**config.mk**
```make
export PLATFORM = sky130hd
export DESIGN_NAME = layer_output_serializer
export DESIGN_NICKNAME = d
export VERILOG_FILES = /design/src/rtl/layer_output_serializer.sv
export SDC_FILE = /design/constraint.sdc
export NUM_CORES = 1
export LEC_CHECK = 0
export ABC_AREA = 0
export CORE_MARGIN = 10
export CORE_UTILIZATION = 49
export CTS_BUF_LIST = sky130_fd_sc_hd__clkbuf_8 sky130_fd_sc_hd__clkbuf_16
export DETAILED_ROUTE_END_ITERATION = 10
export GPL_ROUTABILITY_DRIVEN = 0
export HOLD_SLACK_MARGIN = 0.12
export PLACE_DENSITY = 0.8
export SYNTH_ARGS = -nofsm -noshare
export SYNTH_HDL_FRONTEND = slang
export SYNTH_SLANG_ARGS = --single-unit
```
**constraint.sdc**
```tcl
create_clock -name clk -period 3.5 [get_ports clk]
set_clock_uncertainty 0.1 [all_clocks]
set_input_delay 0.7 -clock clk [delete_from_list [all_inputs] [get_ports clk]]
set_output_delay 0.7 -clock clk [all_outputs]
set_load 0.02 [all_outputs]
```
**src/rtl/layer_output_serializer.sv**
```systemverilog
// -----------------------------------------------------------------------------
// layer_output_serializer
//
// Purpose:
//   Sits between one layer of neuron instances and the next. Each neuron
//   reports its activation once (out/outvalid pulse) at its own time; this block
//   holds every value until the whole layer has reported. It then replays the
//   values one per cycle, neuron 0 first, as the serial myinput/myinputValid
//   stream that every neuron of the next layer consumes. This hides the
//   per-neuron completion skew from the next layer.
//
// Parameters:
//   numNeurons  neurons in the producing layer (1..1024)
//   dataWidth   width of one activation value
//   idxWidth    width of the neuron index counter ($clog2(numNeurons), min 1)
//
// Ports:
//   clk             clock
//   rst             synchronous, active-high reset
//   x_in            packed neuron outputs, neuron i at x_in[i*dataWidth +: dataWidth]
//   x_valid         per-neuron outvalid pulses
//   data_out        serial activation to the next layer (holds when not valid)
//   data_out_valid  serial valid to the next layer
//   busy            high while the stream is being sent
//   overrun         sticky: a neuron result arrived when it could not be stored
//   argmax_out      index of the largest activation of the last stream
//   argmax_valid    one-cycle pulse, argmax_out valid
//
// Optional feature (macro SER_ARGMAX_EN):
//   When defined, the largest value of each stream (unsigned compare, ties keep
//   the lower index) is tracked and its index is reported on argmax_out with an
//   argmax_valid pulse the cycle after the last data_out_valid cycle. When
//   undefined, the argmax ports and logic do not exist; the serial behaviour is
//   identical either way.
//
// There is no backpressure: the next layer must take one word per cycle.
// -----------------------------------------------------------------------------
module layer_output_serializer #(
    parameter int numNeurons = 30,
    parameter int dataWidth  = 16,
    parameter int idxWidth   = (numNeurons > 1) ? $clog2(numNeurons) : 1
) (
    input  logic                             clk,
    input  logic                             rst,
    input  logic [numNeurons*dataWidth-1:0]  x_in,
    input  logic [numNeurons-1:0]            x_valid,
    output logic [dataWidth-1:0]             data_out,
    output logic                             data_out_valid,
    output logic                             busy,
    output logic                             overrun
`ifdef SER_ARGMAX_EN
    ,
    output logic [idxWidth-1:0]              argmax_out,
    output logic                             argmax_valid
`endif
);

    typedef enum logic {
        COLLECT = 1'b0,
        SEND    = 1'b1
    } state_t;

    localparam logic [idxWidth-1:0] LAST_IDX = idxWidth'(numNeurons - 1);

    state_t                 state_reg, state_next;
    logic [idxWidth-1:0]    cnt_reg, cnt_next;
    logic [numNeurons-1:0]  flag_reg, flag_next;
    logic [dataWidth-1:0]   buf_reg [numNeurons];
    logic [dataWidth-1:0]   data_out_reg;
    logic                   data_out_valid_reg;
    logic                   overrun_reg;

    logic [numNeurons-1:0]  capture;
    logic [numNeurons-1:0]  drop;
    logic                   in_send;
    logic                   last_word;
    logic [dataWidth-1:0]   word_sel;

    assign in_send   = (state_reg == SEND);
    // The final word of a stream is being registered at this edge.
    assign last_word = in_send && (cnt_reg == LAST_IDX);
    assign word_sel  = buf_reg[cnt_reg];

    // -------------------------------------------------------------------------
    // Per-neuron capture / drop decisions and next flag value.
    // A pulse is stored only if that neuron has not reported yet this round and
    // the block is collecting; anything else is dropped and flagged as overrun.
    // Flags are released on the edge that emits the last word, so capture for
    // the next round starts the cycle after the return to COLLECT.
    // -------------------------------------------------------------------------
    generate
        for (genvar gi = 0; gi < numNeurons; gi++) begin : g_neuron
            assign capture[gi]   = x_valid[gi] && !flag_reg[gi] && !in_send;
            assign drop[gi]      = x_valid[gi] && ( flag_reg[gi] ||  in_send);
            assign flag_next[gi] = last_word ? 1'b0 : (flag_reg[gi] || capture[gi]);
        end
    endgenerate

    // Holding buffer: no reset needed, every entry is written before it is read.
    always_ff @(posedge clk) begin
        for (int i = 0; i < numNeurons; i++) begin
            if (!rst && capture[i]) begin
                buf_reg[i] <= x_in[i*dataWidth +: dataWidth];
            end
        end
    end

    // -------------------------------------------------------------------------
    // FSM: state register and counter
    // -------------------------------------------------------------------------
    always_ff @(posedge clk) begin
        if (rst) begin
            state_reg <= COLLECT;
            cnt_reg   <= '0;
            flag_reg  <= '0;
        end else begin
            state_reg <= state_next;
            cnt_reg   <= cnt_next;
            flag_reg  <= flag_next;
        end
    end

    // Leaving COLLECT looks at the registered flags, so the last capture edge
    // is followed by one more edge before SEND begins.
    always_comb begin
        state_next = state_reg;
        cnt_next   = cnt_reg;
        case (state_reg)
            COLLECT: begin
                cnt_next = '0;
                if (&flag_reg) begin
                    state_next = SEND;
                end
            end
            SEND: begin
                if (cnt_reg == LAST_IDX) begin
                    cnt_next   = '0;
                    state_next = COLLECT;
                end else begin
                    cnt_next = cnt_reg + 1'b1;
                end
            end
            default: begin
                state_next = COLLECT;
                cnt_next   = '0;
            end
        endcase
    end

    // -------------------------------------------------------------------------
    // Registered serial output and sticky overrun
    // -------------------------------------------------------------------------
    always_ff @(posedge clk) begin
        if (rst) begin
            data_out_reg       <= '0;
            data_out_valid_reg <= 1'b0;
            overrun_reg        <= 1'b0;
        end else begin
            data_out_valid_reg <= in_send;
            if (in_send) begin
                data_out_reg <= word_sel;
            end
            if (|drop) begin
                overrun_reg <= 1'b1;
            end
        end
    end

    assign data_out       = data_out_reg;
    assign data_out_valid = data_out_valid_reg;
    assign overrun        = overrun_reg;
    assign busy           = in_send;

`ifdef SER_ARGMAX_EN
    // -------------------------------------------------------------------------
    // Running maximum over the words as they are sent. The first word of a
    // stream always seeds the tracker; afterwards only a strictly greater value
    // replaces it, so ties keep the lower index. The result is published one
    // edge after the last word, i.e. together with data_out_valid falling.
    // -------------------------------------------------------------------------
    logic [dataWidth-1:0] best_val_reg;
    logic [idxWidth-1:0]  best_idx_reg;
    logic [idxWidth-1:0]  argmax_out_reg;
    logic                 argmax_pending_reg;
    logic                 argmax_valid_reg;

    always_ff @(posedge clk) begin
        if (rst) begin
            best_val_reg       <= '0;
            best_idx_reg       <= '0;
            argmax_out_reg     <= '0;
            argmax_pending_reg <= 1'b0;
            argmax_valid_reg   <= 1'b0;
        end else begin
            argmax_pending_reg <= last_word;
            argmax_valid_reg   <= argmax_pending_reg;
            if (argmax_pending_reg) begin
                argmax_out_reg <= best_idx_reg;
            end
            if (in_send && ((cnt_reg == '0) || (word_sel > best_val_reg))) begin
                best_val_reg <= word_sel;
                best_idx_reg <= cnt_reg;
            end
        end
    end

    assign argmax_out   = argmax_out_reg;
    assign argmax_valid = argmax_valid_reg;
`endif

endmodule
```
# ---- After elaboration in Yosys (flattened, before gate mapping)
# Memories as Yosys holds them, arrays and structs flattened. A register that Yosys moved wholly into a read port is not among the register bits.
# Index checks and enable logic that the tools add are counted.
dict set report word_totals {
  out_inout_bits 19
  ramBits 480
  n_memories 1
  word_cells 290
  reg_bits 38
  in_bits 512
}
dict set report op_classes {
  n_addsub 1
  eq_ne 1
  reduce_logical 216
  bitwise_logic 1
  muxes 65
}
# name depth width read_ports rd_ports_with_merged_regs wr line
set memory_table {}
lappend memory_table {buf_reg 30 16 1 1 30 68} ;# logic [dataWidth-1:0] buf_reg [numNeurons];
# operator n
set op_table {}
lappend op_table {{logical AND 1 bit} 121}
lappend op_table {{two-way mux 1 bit} 62}
lappend op_table {{logical OR 1 bit} 60}
lappend op_table {{logical NOT 1 bit} 32}
lappend op_table {{AND reduction 30 bit} 1}
lappend op_table {{OR reduction 30 bit} 1}
lappend op_table {{one-hot mux 5 bit (2 select lines)} 1}
lappend op_table {{adder 5 x 1 -> 5 bit (second input constant)} 1}
lappend op_table {{equality test 5 bit (second input constant)} 1}
lappend op_table {{two-way mux 5 bit} 1}
lappend op_table {{one-hot mux 1 bit (2 select lines)} 1}
lappend op_table {{OR reduction 2 bit} 1}
lappend op_table {{NOT 1 bit} 1}

# ---- Depth between registers and ports, before layout
# Gate-level depths: netlist (run 1).
dict set report depth {
  depth_word 6
  mapped_depth 10
  mapped_depth_nobuf 5
}

# ---- Least setup slack after synthesis (run 1)
# No wires, ideal clock.
dict set report synth_timing {
  path_kind {in2reg}
  start {in rst}
  end {mem buf_reg[0][0] (enable)}
  path_slack_ps 354
  setup_ps 413
  cell_stages 4
  arrival_ps 2633
  path_cell_list {clkbuf_1 or2_2 clkbuf_1 nor3b_1}
}
# element line
set synth_lines {}
lappend synth_lines {{start, declared} 44} ;# input logic rst,
lappend synth_lines {{end, declared} 68}

==> results.sh, run 1 <==
export IMPL_critPathCaptureType="register"
export IMPL_status="finished, final reports clean"
export IMPL_ys_warn_count=0
export IMPL_synthArstFlopShare_pct=0
export IMPL_grt_max_degree=40
export IMPL_synth_top_family_by_area="multiplexers"
export IMPL_final_util_pct=68.7
export IMPL_critPathRequiredTime_ps=3850
export IMPL_cts_root_buf="clkbuf_16"
export IMPL_ys_seq_elements=534
export IMPL_yosys_area_top_type_share_pct=69.4
export IMPL_grt_setup_unrepaired="no"
export IMPL_clock_sinks=534
export IMPL_drtPass1Iterations=7
export IMPL_drv_slew=0
export IMPL_clk_pin_slew_ps=70
export IMPL_ant_nets=0
export IMPL_final_area_um2=28800
export IMPL_cts_tree="done"
export IMPL_start_util_pct=49.5
export IMPL_cts_path_max_buffers=3
export IMPL_largest_reg_flops=480
export IMPL_maxCapViolations=0
export IMPL_min_path_cells=2
export IMPL_grt_pass1_vias=14323
export IMPL_yosys_area_top_type="edfxtp_1"
export IMPL_overflow=0
export IMPL_irDropWorstVdd_mv=0.401
export IMPL_drt_iter0_drc=1994
export IMPL_fin_ws_ps=771
export IMPL_swShare_pct=20.7
export IMPL_critPathKind="reg -> reg"
export IMPL_worst_pin_slew_ps=1000
export IMPL_dieArea_um2=51000
export IMPL_critPathMaxFanout=29
export IMPL_htreeDepth=2
export IMPL_post_drt_wl_per_cell_um=32.3
export IMPL_max_freq_mhz=366
export IMPL_die_x_um=226
export IMPL_worstSetupStartpointType="register"
export IMPL_syn_cell_area_um2=20800
export IMPL_reg2reg_depth=5
export IMPL_postSynthCellCount=1135
export IMPL_yosys_area_share_simple_pct=5.11
export IMPL_pwr_share_seq_pct=51.3
export IMPL_slew_headroom_pct=33.2
export IMPL_numCtsBuffers=54
export IMPL_power_frac_comb_pct=7.3
export IMPL_fin_crit_ps=2730
export IMPL_synthAdderAreaFrac_pct=0.120
export IMPL_synthFlopType="edfxtp_1"
export IMPL_grt_pass1_wl_um=104000
export IMPL_power_density_nw_per_um2=496
export IMPL_synth_xor_area_share_pct=0.126
export IMPL_synth_compound_area_share_pct=4.43
export IMPL_place_area_um2=27000
export IMPL_leakage_nw=9.37
export IMPL_synth_edff_count=480
export IMPL_routed_wl_um=74600
export IMPL_clock_latency_ps=590
export IMPL_postCtsSetupRepairBufs=0
export IMPL_finalSetupViolCount=0
export IMPL_power_internal_mw=11.3
export IMPL_drc=0
export IMPL_syn_nets=1649
export IMPL_grt_total_usage_pct=28.8
export IMPL_cts_resized=0
export IMPL_layout_drive_gt1_share_pct=16.4
export IMPL_p_clk_share_pct=41.4
export IMPL_ys_types=48
export IMPL_synth_area_mux_share_pct=13.8
export IMPL_core_um2=41900
export IMPL_hold_buffers=0
export IMPL_avgViaCountPerCell=5.97
export IMPL_hpwl_um=57200
export IMPL_final_setup_tns_ps=0
export IMPL_synthTopCellsByArea="edfxtp_1 69%, mux4_2 8.0%, dfxtp_1 5.2%, mux2i_1 3.6%, mux2_2 2.1%"
export IMPL_num_vias=13787
export IMPL_min_period_over_period_pct=78.0
export IMPL_dieHeight_um=226
export IMPL_hold_path_class="reg -> reg"
export IMPL_io_buffer_count=530
export IMPL_area_growth_synth_to_final_pct=38.8
export IMPL_synth_seq_area_share_pct=74.6
export IMPL_timing_hold_ws_ps=388
export IMPL_p_sw_mw=2.96
export IMPL_rows=75
export IMPL_antenna_found_initial=22
export IMPL_hold_viol=0
export IMPL_nets=2220
export IMPL_avgSynthCellArea_um2=18.3
export IMPL_pre_cts_slack_ps=602
export IMPL_arrival_ps=3080
export IMPL_ios=531
logic make-up after synthesis:
logic type | after synthesis
adder cells (fa/ha/maj) | 2
buffers and inverters | 69
flip-flops | 534
multiplexers | 189
XOR/XNOR | 3
AND/OR/NAND/NOR | 202
AO/OA/AOI/OAI | 136
routing by layer:
metal	routed length [um]	global-route usage (%)	share of wire, %	vias to the layer above
met5	46	0	0.062	-
met4	2560	11.5	3.4	8
met3	8500	8.95	11	142
met2	36100	45.1	48	942
met1	27400	36.7	37	6933
li1	-	-	-	5762
stage by stage:
stage	power (mW)	cells
after global placement	8.47	2189
after floorplan	7.65	1135
final	14.3	2308
after CTS	14.3	2287
after detailed placement	8.49	2189
after global routing	14.7	2304
worst max-delay path, stage by stage, from the launching register on:
cell	delay [ps]
dfxtp_4	710
buf_12	270
mux4_2	530
o22a_1	230
a211oi_1	580
nor4_1	130
area by class of cell:
cell class,instances,area (um2)
Sequential cell,534,15500
Fill cell,2699,13100
Timing Repair Buffer,580,5720
Multi-Input combinational cell,532,5060
Clock buffer,54,1350
Tap cell,539,674
Clock inverter,44,452
Antenna cell,21,52.6
Inverter,4,15.0
cell usage in the layout, fill, tap and decap left out, types with 32 or more instances in the layout:
cell type	netlist	layout
mux4_2	74	74
dfxtp_1	54	50
nor3_1	32	32
buf_4	8	47
edfxtp_1	480	480
nor2_1	56	56
a21oi_1	36	36
clkdlybuf4s50_1	0	530
clkbuf_16	0	54
mux2i_1	75	75
mux2_2	38	38
power by group through the flow:
stage | clock [mW] | sequential [mW] | combinational, mW
after floorplan | 0 | 7.43 | 0.226
after global placement | 0 | 7.45 | 1.02
after detailed placement | 0 | 7.47 | 1.03
after CTS | 5.96 | 7.33 | 1.04
after global routing | 6.22 | 7.35 | 1.09
final | 5.92 | 7.34 | 1.04
path summary, 6_finish.rpt:
| check | from | end | slack [ps] |
|---|---|---|---|
| worst max-delay path | cnt_reg[1] | data_out[6] | 770 |
| worst max register to register | cnt_reg[1] | data_out[6] | 770 |
| worst min-delay path | data_out[7] | data_out[7] | 390 |
| worst min register to register | data_out[7] | data_out[7] | 390 |
cells in the mapped netlist (8+ instances only):
cell and count:
buf_4 8, a211oi_1 19, and3_1 9, nand4_1 11
nor2_1 56, a21oi_1 36, o22ai_1 28, nor4_1 13
nand2_1 23, nor3b_1 30, mux2i_1 75, a22o_1 10
a22oi_1 14, mux2_2 38, buf_2 18, nand3_1 9
clkbuf_1 26, dfxtp_1 54, mux4_2 74, nor3_1 32
edfxtp_1 480
(Power assumes the default switching activity.)
==> inputs of run 2 (changes only) <==
Settings changed: CORE_UTILIZATION 49 to 44, PLACE_DENSITY 0.8 to 0.76.
Clock period 3.5 ns to 2.4 ns, I/O delays scaled along.
==> run 2 against run 1 <==
Sequential share of layout area down 1.3 points. Routed wire length up 2.2%. Hold slack worse by 66 ps. Critical endpoint is now data_out[1]. Worst setup slack worse by 710 ps.
==> results.sh, run 2 (synthesis results as in run 1) <==
export IMPL_grt_max_degree=45
export IMPL_critPathCaptureType="register"
export IMPL_grt_pass1_wl_um=106000
export IMPL_antenna_found_initial=9
export IMPL_dieArea_um2=56300
export IMPL_min_period_over_period_pct=97.3
export IMPL_core_um2=46700
export IMPL_layout_drive_gt1_share_pct=17.9
export IMPL_critPathMaxFanout=39
export IMPL_leakage_nw=9.65
export IMPL_io_buffer_count=530
export IMPL_slew_headroom_pct=35.1
export IMPL_drtPass1Iterations=7
export IMPL_grt_pass1_vias=14426
export IMPL_power_total_mw=21.1
export IMPL_nets=2244
export IMPL_multiInputGateArea_um2=5070
export IMPL_htreeDepth=2
export IMPL_maxCapViolations=0
export IMPL_drc=0
export IMPL_cts_path_max_buffers=3
export IMPL_area_growth_synth_to_final_pct=42.3
export IMPL_fillCellCount=3232
export IMPL_cts_root_buf="clkbuf_16"
export IMPL_mostFrequentLayoutCells="530 x clkdlybuf4s50_1, 480 x edfxtp_1, 75 x mux2i_1"
export IMPL_ant_nets=0
export IMPL_num_vias=13842
export IMPL_drv_slew=0
export IMPL_clk_pin_slew_ps=70
export IMPL_clock_latency_ps=610
export IMPL_routed_wl_um=76200
export IMPL_hold_viol=0
export IMPL_worstSetupStartpointType="register"
export IMPL_numCtsBuffers=53
export IMPL_ios=531
export IMPL_overflow=0
export IMPL_power_density_nw_per_um2=714
export IMPL_status="finished, final reports clean"
export IMPL_clock_sinks=534
export IMPL_hold_path_class="in -> reg"
export IMPL_mostFrequentLayoutCell="clkdlybuf4s50_1"
export IMPL_arrival_ps=2720
export IMPL_post_drt_wl_per_cell_um=32.0
export IMPL_dieHeight_um=237
export IMPL_critPathKind="reg -> reg"
export IMPL_drt_iter0_drc=1835
export IMPL_irDropWorstVdd_mv=0.483
export IMPL_rrSetupSlack_ps=70
export IMPL_grt_total_usage_pct=26.4
export IMPL_critPathRequiredTime_ps=2790
export IMPL_cts_tree="done"
export IMPL_rows=79
export IMPL_finalSetupViolCount=0
export IMPL_hold_buffers=0
export IMPL_worst_pin_slew_ps=972
export IMPL_die_x_um=237
export IMPL_seq_area_um2=15500
export IMPL_max_freq_mhz=428
export IMPL_avgViaCountPerCell=5.80
export IMPL_start_util_pct=44.5
export IMPL_hpwl_um=60000
export IMPL_fin_crit_ps=2330
export IMPL_largest_reg_flops=480
export IMPL_grt_setup_unrepaired="no"
export IMPL_final_util_pct=63.4
==> run 2: cell type report <==
class                   instances  area share (%)
diodes                          5          0.0423
clock buffers                  54            4.57
clock inverters                45            1.68
inverters                       4          0.0508
multi-input cells             532            17.2
flip-flops and latches        534            52.4
well taps                     607            2.57
repair buffers                605            21.5
==> run 2: report_power, final <==
part	total, mW	leakage (nW)	switching (mW)	internal, mW
Combinational	1.66	3.84	0.653	1.01
Sequential	10.7	4.89	0.158	10.5
Clock	8.75	0.922	3.57	5.18
Total	21.1	9.65	4.38	16.7
==> run 2: routing by layer <==
layer / vias up / routed length (um) / global-route usage [%]
li1: 5801 / - / -
met1: 6967 / 28700 / 33.3
met2: 934 / 37300 / 43.6
met3: 134 / 7890 / 7.34
met4: 6 / 2300 / 8.14
met5: - / 31 / 0
==> run 2: repair_timing <==
item,CTS,global route
resized for setup,0,3
endpoints found under the hold margin,0,0
buffers inserted,0,1
endpoints found under the setup margin,0,6
==> run 2: critical path, cell delays in order, from the launching register on <==
cell and delay (ps):
dfxtp_4 390, buf_12 200, buf_12 260, mux2i_1 290, o22ai_1 140, nor3_1 530, and3_1 230, nor3_1 50
==> run 2: path summary, 6_finish.rpt <==
path          startpoint        endpoint  cells past startpoint
max reg2reg   cnt_reg[1]     data_out[1]                      7
min reg2reg  data_out[7]     data_out[7]                      2
min             x_in[90]  buf_reg[5][10]                      1
max           cnt_reg[1]     data_out[1]                      7
==> run 2: per-stage QoR <==
| step | setup slack [ps] | instance area, um2 | TNS [ps] | hold WS [ps] | std cells |
|---|---|---|---|---|---|
| 2_1_floorplan | -526 | 20800 | -252260 | 380 | 1135 |
| 3_3_place_gp | 68.2 | 27700 | 0 | 347 | 2281 |
| 3_5_place_dp | 55.2 | 27700 | 0 | 356 | 2281 |
| 4_1_cts | 23.8 | 29500 | 0 | 303 | 2380 |
| 5_1_grt | 51.7 | 29600 | 0 | 305 | 2382 |
| 6_report | 65.1 | 29600 | 0 | 322 | 2386 |
==> inputs of run 3 (changes only) <==
Settings changed: TNS_END_PERCENT from default to 5.
==> run 3 against run 2 <==
Non-clock buffer count shrank 1. Routed wire length shrank 0.17%. Cell area is essentially flat. Clock power is essentially flat. Cell count is essentially flat. Register-to-register slack is essentially flat. First-iteration DRC count grew 6.1%.
==> results.sh, run 3 (synthesis results as in run 1) <==
export IMPL_grt_total_usage_pct=26.4
export IMPL_use_met1_pct=33.3
export IMPL_hold_viol=0
export IMPL_overflow=0
export IMPL_critPathMaxFanout=44
export IMPL_pre_cts_slack_ps=55.2
export IMPL_drv_slew=0
export IMPL_clk_pin_slew_ps=60
export IMPL_mostFrequentLayoutCells="530 x clkdlybuf4s50_1, 480 x edfxtp_1, 75 x mux2i_1"
export IMPL_io_buffer_count=530
export IMPL_layout_drive_gt1_share_pct=17.9
export IMPL_worst_pin_slew_ps=948
export IMPL_critPathKind="reg -> reg"
export IMPL_grt_pass1_wl_um=106000
export IMPL_nets=2243
export IMPL_clock_latency_ps=610
export IMPL_place_area_um2=27700
export IMPL_max_freq_mhz=426
export IMPL_status="finished, final reports clean"
export IMPL_dieArea_um2=56300
export IMPL_fillCellCount=3233
export IMPL_num_vias=13832
export IMPL_ant_nets=0
export IMPL_area_growth_synth_to_final_pct=42.4
export IMPL_power_total_mw=21.1
export IMPL_drtPass1Iterations=6
export IMPL_fin_crit_ps=2350
export IMPL_worstSetupStartpointType="register"
export IMPL_leakage_nw=9.65
export IMPL_rows=79
export IMPL_ios=531
export IMPL_arrival_ps=2730
export IMPL_postCtsSetupRepairBufs=0
export IMPL_dieHeight_um=237
export IMPL_cts_tree="done"
export IMPL_mostFrequentLayoutCell="clkdlybuf4s50_1"
export IMPL_slew_headroom_pct=36.8
export IMPL_numCtsBuffers=53
export IMPL_irDropWorstVdd_mv=0.478
export IMPL_maxCapViolations=0
export IMPL_start_util_pct=44.5
export IMPL_grt_setup_unrepaired="yes"
export IMPL_power_density_nw_per_um2=713
export IMPL_gr_usage_met2_pct=43.6
export IMPL_antenna_found_initial=9
export IMPL_grt_max_degree=45
export IMPL_core_um2=46700
export IMPL_drt_iter0_drc=1947
export IMPL_avgViaCountPerCell=5.80
export IMPL_finalSetupViolCount=0
export IMPL_fin_ws_ps=54.0
export IMPL_final_area_um2=29600
export IMPL_clock_sinks=534
export IMPL_cts_root_buf="clkbuf_16"
export IMPL_routed_wl_um=76100
export IMPL_hold_path_class="in -> reg"
export IMPL_min_period_over_period_pct=97.7
export IMPL_critPathRequiredTime_ps=2790
export IMPL_post_drt_wl_per_cell_um=31.9
export IMPL_grt_pass1_vias=14426
export IMPL_critPathCaptureType="register"
export IMPL_drc=0
export IMPL_cts_path_max_buffers=3
export IMPL_htreeDepth=2
export IMPL_hpwl_um=60000
export IMPL_die_x_um=237
export IMPL_grt_busiest_layer="met2"
export IMPL_met3_usage_pct=7.34
export IMPL_largest_reg_flops=480
## run 3: cell types whose count changed in the layout (fill, tap and decap cells not counted), sizes merged
cell | previous run | this run
buf | 75 | 74
## run 3: per-layer routing
| metal | wire [um] | vias to the layer above |
|---|---|---|
| met5 | 31 | - |
| met4 | 2320 | 6 |
| met3 | 7830 | 129 |
| met2 | 37200 | 899 |
| met1 | 28700 | 6991 |
| li1 | - | 5807 |
## run 3: final cells by class
| type | count | area [um2] | share of cell area (%) |
|---|---|---|---|
| repair buffers | 604 | 6360 | 21.5 |
| clock buffers | 54 | 1350 | 4.57 |
| diodes | 5 | 12.5 | 0.0423 |
| clock inverters | 45 | 495 | 1.68 |
| well taps | 607 | 759 | 2.57 |
| flip-flops and latches | 534 | 15500 | 52.4 |
| multi-input cells | 532 | 5080 | 17.2 |
| inverters | 4 | 15.0 | 0.0508 |
## run 3: final timing paths
check | start | to | slack, ps | cells after the start
hold reg to reg | data_out[7] | data_out[7] | 370 | 2
setup / recovery | cnt_reg[0] | data_out[1] | 50 | 6
setup reg to reg | cnt_reg[0] | data_out[1] | 50 | 6
hold / removal | x_in[84] | buf_reg[5][4] | 330 | 1
## run 3: timing repair
action	CTS	global route
gates resized for setup	0	5
endpoints found under the setup margin	0	6
hold buffers	0	0
## run 3: report_power, final
| group | internal, mW | switching (mW) | total, mW |
|---|---|---|---|
| sequential | 10.5 | 0.158 | 10.7 |
| combinational | 1.01 | 0.652 | 1.66 |
| clock | 5.18 | 3.55 | 8.73 |
## run 3: worst max-delay path, stage by stage (launching register included)
cell and delay [ps]:
dfxtp_4 420, buf_16 220, nand3b_1 440, o22ai_1 220, nor3_1 530, and3_1 230, nor3_1 50
## run 3: stage by stage
step	setup TNS [ps]	hold WS, ps	utilization (%)	cells
finish	0	326	63.4	2385
global route	-63.1	305	63.4	2381
CTS	0	303	63.3	2380
detailed placement	0	356	59.4	2281
global placement	0	347	59.4	2281
floorplan	-252260	380	-	1135
